==> config.mk <==
export PLATFORM = sky130hd
export DESIGN_NAME = uart_rx_fsm
export DESIGN_NICKNAME = d
export VERILOG_FILES = /design/src/rtl/uart_rx_fsm.sv
export SDC_FILE = /design/constraint.sdc
export NUM_CORES = 1
export LEC_CHECK = 0
export ABC_AREA = 1
export BUFFER_PORTS_ARGS = -buffer_cell sky130_fd_sc_hd__buf_2
export CAP_MARGIN = 20
export CORE_MARGIN = 8
export CORE_UTILIZATION = 41
export CTS_BUF_LIST = sky130_fd_sc_hd__clkbuf_4 sky130_fd_sc_hd__clkbuf_8 sky130_fd_sc_hd__clkbuf_16
export CTS_CLUSTER_DIAMETER = 80
export DETAILED_ROUTE_END_ITERATION = 8
export GPL_TIMING_DRIVEN = 0
export HOLD_SLACK_MARGIN = 0.02
export PLACE_DENSITY = 0.75
export SLEW_MARGIN = 40
export SYNTH_ARGS = -nofsm -noshare
export SYNTH_HDL_FRONTEND = slang
export SYNTH_SLANG_ARGS = --single-unit
==> constraint.sdc <==
create_clock -name CLK -period 1.2 [get_ports CLK]
set_input_delay 0.06 -clock CLK [delete_from_list [all_inputs] [get_ports CLK]]
set_output_delay 0.06 -clock CLK [all_outputs]
set_load 0.02 [all_outputs]
==> src/rtl/uart_rx_fsm.sv <==
// Control FSM of the UART receiver: detects a start bit, sequences one frame
// (start, data, optional parity, stop) and drives the datapath enables.
module uart_rx_fsm #(
    parameter int DATA_WIDTH = 8
) (
    input  logic       CLK,
    input  logic       RST,
    input  logic       RX_IN,
    input  logic       PAR_EN,
    input  logic [5:0] prescale,
    input  logic [3:0] bit_cnt,
    input  logic [5:0] edge_cnt,
    input  logic       strt_glitch,
    input  logic       par_err,
    input  logic       stp_err,
    output logic       cnt_enable,
    output logic       reset_counters,
    output logic       dat_samp_en,
    output logic       deser_en,
    output logic       strt_chk_en,
    output logic       par_chk_en,
    output logic       stp_chk_en,
    output logic       data_valid,
    output logic       par_err_flag,
    output logic       stp_err_flag
);

    typedef enum logic [2:0] {
        IDLE   = 3'd0,
        START  = 3'd1,
        DATA   = 3'd2,
        PARITY = 3'd3,
        STOP   = 3'd4,
        VALID  = 3'd5
    } state_e;

    localparam logic [3:0] LastDataBit = 4'(DATA_WIDTH);

    state_e state_q, state_d;
    logic   parErrFlag_q, parErrFlag_d;
    logic   stpErrFlag_q, stpErrFlag_d;
    logic   lastEdge;

    assign lastEdge = (edge_cnt == (prescale - 6'd1));

    always_ff @(posedge CLK or negedge RST) begin
        if (!RST) begin
            state_q      <= IDLE;
            parErrFlag_q <= 1'b0;
            stpErrFlag_q <= 1'b0;
        end else begin
            state_q      <= state_d;
            parErrFlag_q <= parErrFlag_d;
            stpErrFlag_q <= stpErrFlag_d;
        end
    end

    // Flags are sticky across IDLE so software can inspect the last frame.
    always_comb begin
        state_d        = state_q;
        parErrFlag_d   = parErrFlag_q;
        stpErrFlag_d   = stpErrFlag_q;
        cnt_enable     = 1'b0;
        reset_counters = 1'b0;
        dat_samp_en    = 1'b0;
        deser_en       = 1'b0;
        strt_chk_en    = 1'b0;
        par_chk_en     = 1'b0;
        stp_chk_en     = 1'b0;
        data_valid     = 1'b0;

        case (state_q)
            IDLE: begin
                reset_counters = 1'b1;
                if (!RX_IN) begin
                    state_d = START;
                end
            end
            START: begin
                cnt_enable  = 1'b1;
                dat_samp_en = 1'b1;
                strt_chk_en = 1'b1;
                if (lastEdge) begin
                    if (strt_glitch) begin
                        state_d = IDLE;
                    end else begin
                        state_d      = DATA;
                        parErrFlag_d = 1'b0;
                        stpErrFlag_d = 1'b0;
                    end
                end
            end
            DATA: begin
                cnt_enable  = 1'b1;
                dat_samp_en = 1'b1;
                deser_en    = lastEdge;
                if (lastEdge && (bit_cnt == LastDataBit)) begin
                    state_d = PAR_EN ? PARITY : STOP;
                end
            end
            PARITY: begin
                cnt_enable  = 1'b1;
                dat_samp_en = 1'b1;
                par_chk_en  = 1'b1;
                if (lastEdge) begin
                    parErrFlag_d = par_err;
                    state_d      = STOP;
                end
            end
            STOP: begin
                cnt_enable  = 1'b1;
                dat_samp_en = 1'b1;
                stp_chk_en  = 1'b1;
                if (lastEdge) begin
                    stpErrFlag_d = stp_err;
                    state_d      = (stp_err || parErrFlag_q) ? IDLE : VALID;
                end
            end
            VALID: begin
                data_valid     = 1'b1;
                reset_counters = 1'b1;
                state_d        = RX_IN ? IDLE : START;
            end
            default: begin
                state_d = IDLE;
            end
        endcase
    end

    assign par_err_flag = parErrFlag_q;
    assign stp_err_flag = stpErrFlag_q;

endmodule

==> impl_metrics.toml, run 1 <==
[power_and_ir_drop]
swShare_pct = 47.8
p_seq_share_pct = 13.2
p_switching_mw = 1.09
power_density_nw_per_um2 = 1960
cellLeakagePower_nw = 0.627
ir_drop_uv = 989
combPwrFrac_pct = 77.0
internal-power_mw = 1.20
pwr-share-clk_pct = 9.7

[cells_and_area]
syn2layout_area_growth_pct = 68.5
finalInstanceArea_um2 = 1170
layout_common_cells = "nand2_1, buf_2"
n_antenna_cell = 0
n_fill_cell = 126
layout_commonest_cell = "nand2_1"
drive_gt1_share_pct = 60.3
nets = 181

[cts]
cts_max_path_buffers = 2
clk-insertion-delay-late_ps = 240
cts_root_buf = "clkbuf_4"
clock_sinks = 5
clk_pin_slew_ps = 50
htreeDepth = 1
tritoncts = "built"
cts_made_buffers = 3

[timing]
slew_headroom_pct = 84.7
setup_viol = 12
hold_slack_ps = 40.8
skew_ps = 5.66
rsz0062_at_grt = "yes"
max_freq_mhz = 737
setup_ws_ps = -157
drv_slew = 0
worst_pin_slew_ps = 228
hold_violations = 0
period_minus_slack_ps = 1360
finalCritPeriodShare_pct = 113

[grt]
grt-ovfl-total = 0
grt_usage_pct = 13.2
grt_pass1_wl_um = 3570
grt_pass1_vias = 843
grt_max_degree = 8
grt_antenna_before_repair = 0

[logic_synthesis]
yosys_warnings = 0
synth_top_area_cell = "dfrtp_1"
syn-num-nets = 131
yosysTopAreaCellShare_pct = 18.0
synth_area_um2 = 694
netlist_instances = 107
avgSynthCellArea_um2 = 6.49
yosys-top-cells-area = "dfrtp_1, nand2_1, nand3_4, inv_1, nand2_2"
ys_seq_area_share_pct = 18.0
ys_types = 22
synth_seq_cells = 5

[place]
place_congestion = 0.822
io_buffer_count = 32
dpl_cell_area_um2 = 900
hpwl_um = 1480

[setup_path]
required_ps = 1140
worst-r2r-setup-slack_ps = -110
critPathKind = "reg -> out"
r2r-end = "state_q[1]"
startpoint_type = "flip-flop"
crit_path_max_fanout = 4
r2r_cells = 9
rr_startpoint = "state_q[0]"
endpoint_kind = "output pin"
cp.arrival_ps = 1300

[detailed_routing]
wl_per_cell_um = 12.5
wl_um = 2170
routed_via_density = 4.88
dr.pass1.iters = 4
antenna_left = 0
drc = 0
first_iter_violations = 13
vias = 844

[die]
row_count = 15
core-area_um2 = 1650
die_h_um = 57.2
ioPinCount = 33
start_util_pct = 42.0
dieArea_um2 = 3270
die_w_um = 57.2

[hold_path]
hp-class = "in -> reg"
min_from = "par_err"
min_to = "par_err_flag"
hold_depth = 3

[status]
violations = "negative setup slack"
status = "finished, violations left"

[job]
maxCapViolCount = 0
[cells in the mapped netlist (all sizes together)]
master	number
inv	23
nand3	12
dfrtp	5
nand3b	2
xnor2	2
o21ai	4
buf	1
o2111ai	1
nor4	1
nor2	15
nand2	37
ha	1
o211ai	1
nor3	2
[final cells by class]
class                   count  area [um^2]  area share, %
plain buffers               1         11.3          0.963
multi-input cells          78          543           46.4
repair buffers             45          340           29.1
well taps                  17         21.3           1.82
flip-flops and latches      5          128           10.9
clock buffers               4         30.0           2.57
inverters                  23         96.3           8.24
[flip-flops by register name (all words and copies together) (netlist names)]
name and cells:
stp_err_flag 1, state_q 3, par_err_flag 1
[power groups by stage]
stage	sequential, mW	combinational (mW)	clock [mW]
2_1_floorplan	0.313	0.899	0
3_3_place_gp	0.309	1.17	0
3_5_place_dp	0.310	1.19	0
4_1_cts	0.306	1.63	0.218
5_1_grt	0.310	1.89	0.228
6_report	0.303	1.76	0.223
[metrics by stage]
stage	instances	util [%]	setup WS [ps]	total power [mW]	TNS [ps]
floorplan	107	-	-56.7	1.21	-123
global placement	156	54.5	-233	1.48	-1170
detailed placement	156	54.5	-274	1.50	-1320
CTS	171	68.9	-116	2.16	-710
global route	173	70.8	-207	2.42	-1750
finish	173	70.8	-157	2.29	-1050
[logic make-up after synthesis]
| family | count (synthesis) | synth area share, % |
|---|---|---|
| AND/OR/NAND/NOR | 69 | 56.8 |
| buffers and inverters | 24 | 13.5 |
| AO/OA/AOI/OAI | 6 | 5.22 |
| flip-flops | 5 | 18.0 |
| XOR/XNOR | 2 | 4.68 |
| adder cells (fa/ha/maj) | 1 | 1.80 |
[worst max-delay path by stage]
stage	start	to	slack (ps)	cells after the start
after floorplan	state_q[0]	par_err_flag	-60	9
after global placement	prescale[0]	state_q[1]	-230	14
after detailed placement	prescale[0]	state_q[1]	-270	14
after CTS	state_q[2]	dat_samp_en	-120	5
after global routing	state_q[0]	dat_samp_en	-210	6
final	state_q[1]	reset_counters	-160	5
[worst max-delay path: stages (launching register included)]
cell     delay, ps
dfrtp_2        450
buf_6          130
nor3_4         200
inv_2           80
nand2_2         80
buf_6          120
[per-layer routing]
layer | wire length (um) | vias up | track usage, % | part of all wire, %
met4 | 31 | 0 | 5.70 | 1.4
li1 | - | 425 | - | -
met3 | 117 | 4 | 2.88 | 5.4
met2 | 1290 | 37 | 25.4 | 59
met5 | 0 | - | 0 | 0
met1 | 731 | 378 | 12.7 | 34
[what timing repair did]
| item | 4_1_cts | 5_1_grt |
|---|---|---|
| endpoints found under the hold margin | 5 | 0 |
| gates resized for setup | 31 | 4 |
| endpoints found under the setup margin | 12 | 13 |
| pin swaps | 15 | 11 |
| hold buffers | 1 | 0 |
| setup buffers | 10 | 2 |
Power figures use the tool's default switching activity.
==> run 2, diff against run 1 <==
--- a/config.mk
+++ b/config.mk
@@ -5,17 +5,18 @@
 export SDC_FILE = /design/constraint.sdc
 export NUM_CORES = 1
 export LEC_CHECK = 0
-export ABC_AREA = 1
+export ABC_AREA = 0
 export BUFFER_PORTS_ARGS = -buffer_cell sky130_fd_sc_hd__buf_2
 export CAP_MARGIN = 20
 export CORE_MARGIN = 8
-export CORE_UTILIZATION = 41
+export CORE_UTILIZATION = 38
 export CTS_BUF_LIST = sky130_fd_sc_hd__clkbuf_4 sky130_fd_sc_hd__clkbuf_8 sky130_fd_sc_hd__clkbuf_16
 export CTS_CLUSTER_DIAMETER = 80
 export DETAILED_ROUTE_END_ITERATION = 8
 export GPL_TIMING_DRIVEN = 0
 export HOLD_SLACK_MARGIN = 0.02
-export PLACE_DENSITY = 0.75
+export PLACE_DENSITY = 0.74
+export SKIP_CTS_REPAIR_TIMING = 1
 export SLEW_MARGIN = 40
 export SYNTH_ARGS = -nofsm -noshare
 export SYNTH_HDL_FRONTEND = slang
==> run 2 against run 1 <==
The flow still finishes with violations (negative setup slack). Cell count shrank 21%. Critical path depth grew 4. Count of clock-buffer cells in the layout is the same. Maximum frequency shrank 18%. Synthesized cell count shrank 31%. Sequential share of layout area grew 1.3 points. Largest cell class unchanged.
==> impl_metrics.toml, run 2 <==
[cts]
cts_made_buffers = 3
tritoncts = "built"
htreeDepth = 1
cts_root_buf = "clkbuf_4"
cts_max_path_buffers = 2
clock_sinks = 5
clk-insertion-delay-late_ps = 250
clk_pin_slew_ps = 40

[logic_synthesis]
yosys-top-cells-count = "nor2_1, xor2_1"
ys_types = 32
syn-num-nets = 98
ys_seq_area_share_pct = 21.9
async_flop_share_pct = 100
synth_seq_cells = 5
avgSynthCellArea_um2 = 7.73
yosys-top-cells-area = "dfrtp_1, xor2_1, nor2_1, xnor2_1, a21oi_1"
yosysMostFrequentCell = "nor2_1"
ys.flop_type = "dfrtp_1"
yosysTopAreaCellShare_pct = 21.9
yosys_warnings = 0
netlist_instances = 74
synth-edff-count = 0
synth_area_um2 = 572
synth_top_area_cell = "dfrtp_1"

[power_and_ir_drop]
internal-power_mw = 0.976
cellLeakagePower_nw = 0.485
swShare_pct = 46.2
fin_total_pwr_mw = 1.81
p_switching_mw = 0.837
pwr-share-clk_pct = 12.5
combPwrFrac_pct = 70.5
p_seq_share_pct = 17.0
ir_drop_uv = 864
power_density_nw_per_um2 = 1740

[cells_and_area]
syn2layout_area_growth_pct = 82.3
multi_input_area_um2 = 502
layout_common_cells = "buf_2, buf_4, buf_6"
nets = 145
drive_gt1_share_pct = 62.5
largest_reg_flops = 3
final-seq-area_um2 = 128
n_antenna_cell = 0
n_fill_cell = 123
top_register = "state_q"
layout_commonest_cell = "buf_2"

[place]
io_buffer_count = 32
place_congestion = 0.728
hpwl_um = 1260

[status]
status = "finished, violations left"
violations = "negative setup slack"

[hold_path]
hp-class = "in -> reg"
min_to = "par_err_flag"
min_from = "par_err"
hold_depth = 2

[setup_path]
r2r_cells = 6
critPathKind = "in -> out"
startpoint_type = "input pin"
worst-r2r-setup-slack_ps = -190
rr_startpoint = "state_q[1]"
required_ps = 1140
r2r-end = "state_q[0]"
crit_path_max_fanout = 4
cp.arrival_ps = 1600
endpoint_kind = "output pin"

[detailed_routing]
vias = 729
routed_via_density = 5.36
dr.pass1.iters = 4
wl_per_cell_um = 14.5
drc = 0
wl_um = 1970
antenna_left = 0
first_iter_violations = 23

[job]
maxCapViolCount = 0

[timing]
skew_ps = 0.483
rsz0062_at_grt = "yes"
hold_violations = 0
period_minus_slack_ps = 1660
setup_viol = 11
max_freq_mhz = 603
drv_slew = 0
tns_ps = -2630
finalCritPeriodShare_pct = 138
slew_headroom_pct = 74.2
worst_pin_slew_ps = 385
setup_ws_ps = -459

[die]
core-area_um2 = 1450
row_count = 14
start_util_pct = 39.3
dieArea_um2 = 3000
die_h_um = 54.8
die_w_um = 54.8
ioPinCount = 33

[grt]
grt_pass1_wl_um = 2570
grt_pass1_vias = 664
grt_antenna_before_repair = 0
grt_max_degree = 11
grt-ovfl-total = 0
grt_usage_pct = 11.6
[run 2: through the flow]
stage	hold slack, ps	instance area [um^2]	setup WS [ps]	utilization, %	std cells
5_1_grt	79.9	1040	-552	71.7	136
3_3_place_gp	-121	797	-489	54.8	122
3_5_place_dp	-120	797	-516	54.8	122
4_1_cts	-393	827	-520	56.9	126
6_report	69.9	1040	-459	71.7	136
2_1_floorplan	-236	617	-286	-	74
[run 2: area by class of cell]
class | count | area share, %
tap | 16 | 1.92
buffer | 5 | 4.68
multi-input combinational | 59 | 48.1
sequential | 5 | 12.2
clock buffer | 4 | 2.88
timing repair buffer | 42 | 28.1
inverter | 5 | 2.04
[run 2: routing by layer]
layer  wire length, um  vias up  GRT usage [%]
li1                  -      357              -
met4                44        0           4.92
met1               739      342           11.3
met5                 0        -              0
met3               120        4           5.43
met2              1060       26           20.6
[run 2: critical path, cell delays in order]
cell and delay, ps:
buf_6 90, or4_4 540, nor2_4 110, xnor2_2 80, nor4_4 250, buf_6 160, nand2_2 60, nor3_4 110
buf_6 140
[run 2: cells by family (layout without fill, tap and decap cells)]
logic type               Yosys count  after routing  synth area share, %
adder cells (fa/ha/maj)            1              1                 2.19
XOR/XNOR                          10             10                 15.3
AND/OR/NAND/NOR                   29             29                 27.4
multiplexers                       1              1                 1.75
buffers and inverters             10             56                 8.75
flip-flops                         5              5                 21.9
AO/OA/AOI/OAI                     18             18                 22.8
[run 2: how the worst max path moves through the flow]
stage / slack, ps / startpoint / to
global route: -550 / prescale[1] / deser_en
detailed placement: -520 / prescale[1] / deser_en
finish: -460 / prescale[1] / deser_en
CTS: -520 / prescale[1] / deser_en
global placement: -490 / prescale[1] / deser_en
floorplan: -290 / prescale[1] / stp_err_flag
[run 2: power by group through the flow]
stage	combinational (mW)	sequential [mW]	clock [mW]
floorplan	0.646	0.264	0
global placement	0.863	0.259	0
detailed placement	0.874	0.259	0
CTS	0.876	0.256	0.235
global route	1.37	0.316	0.243
finish	1.28	0.308	0.227
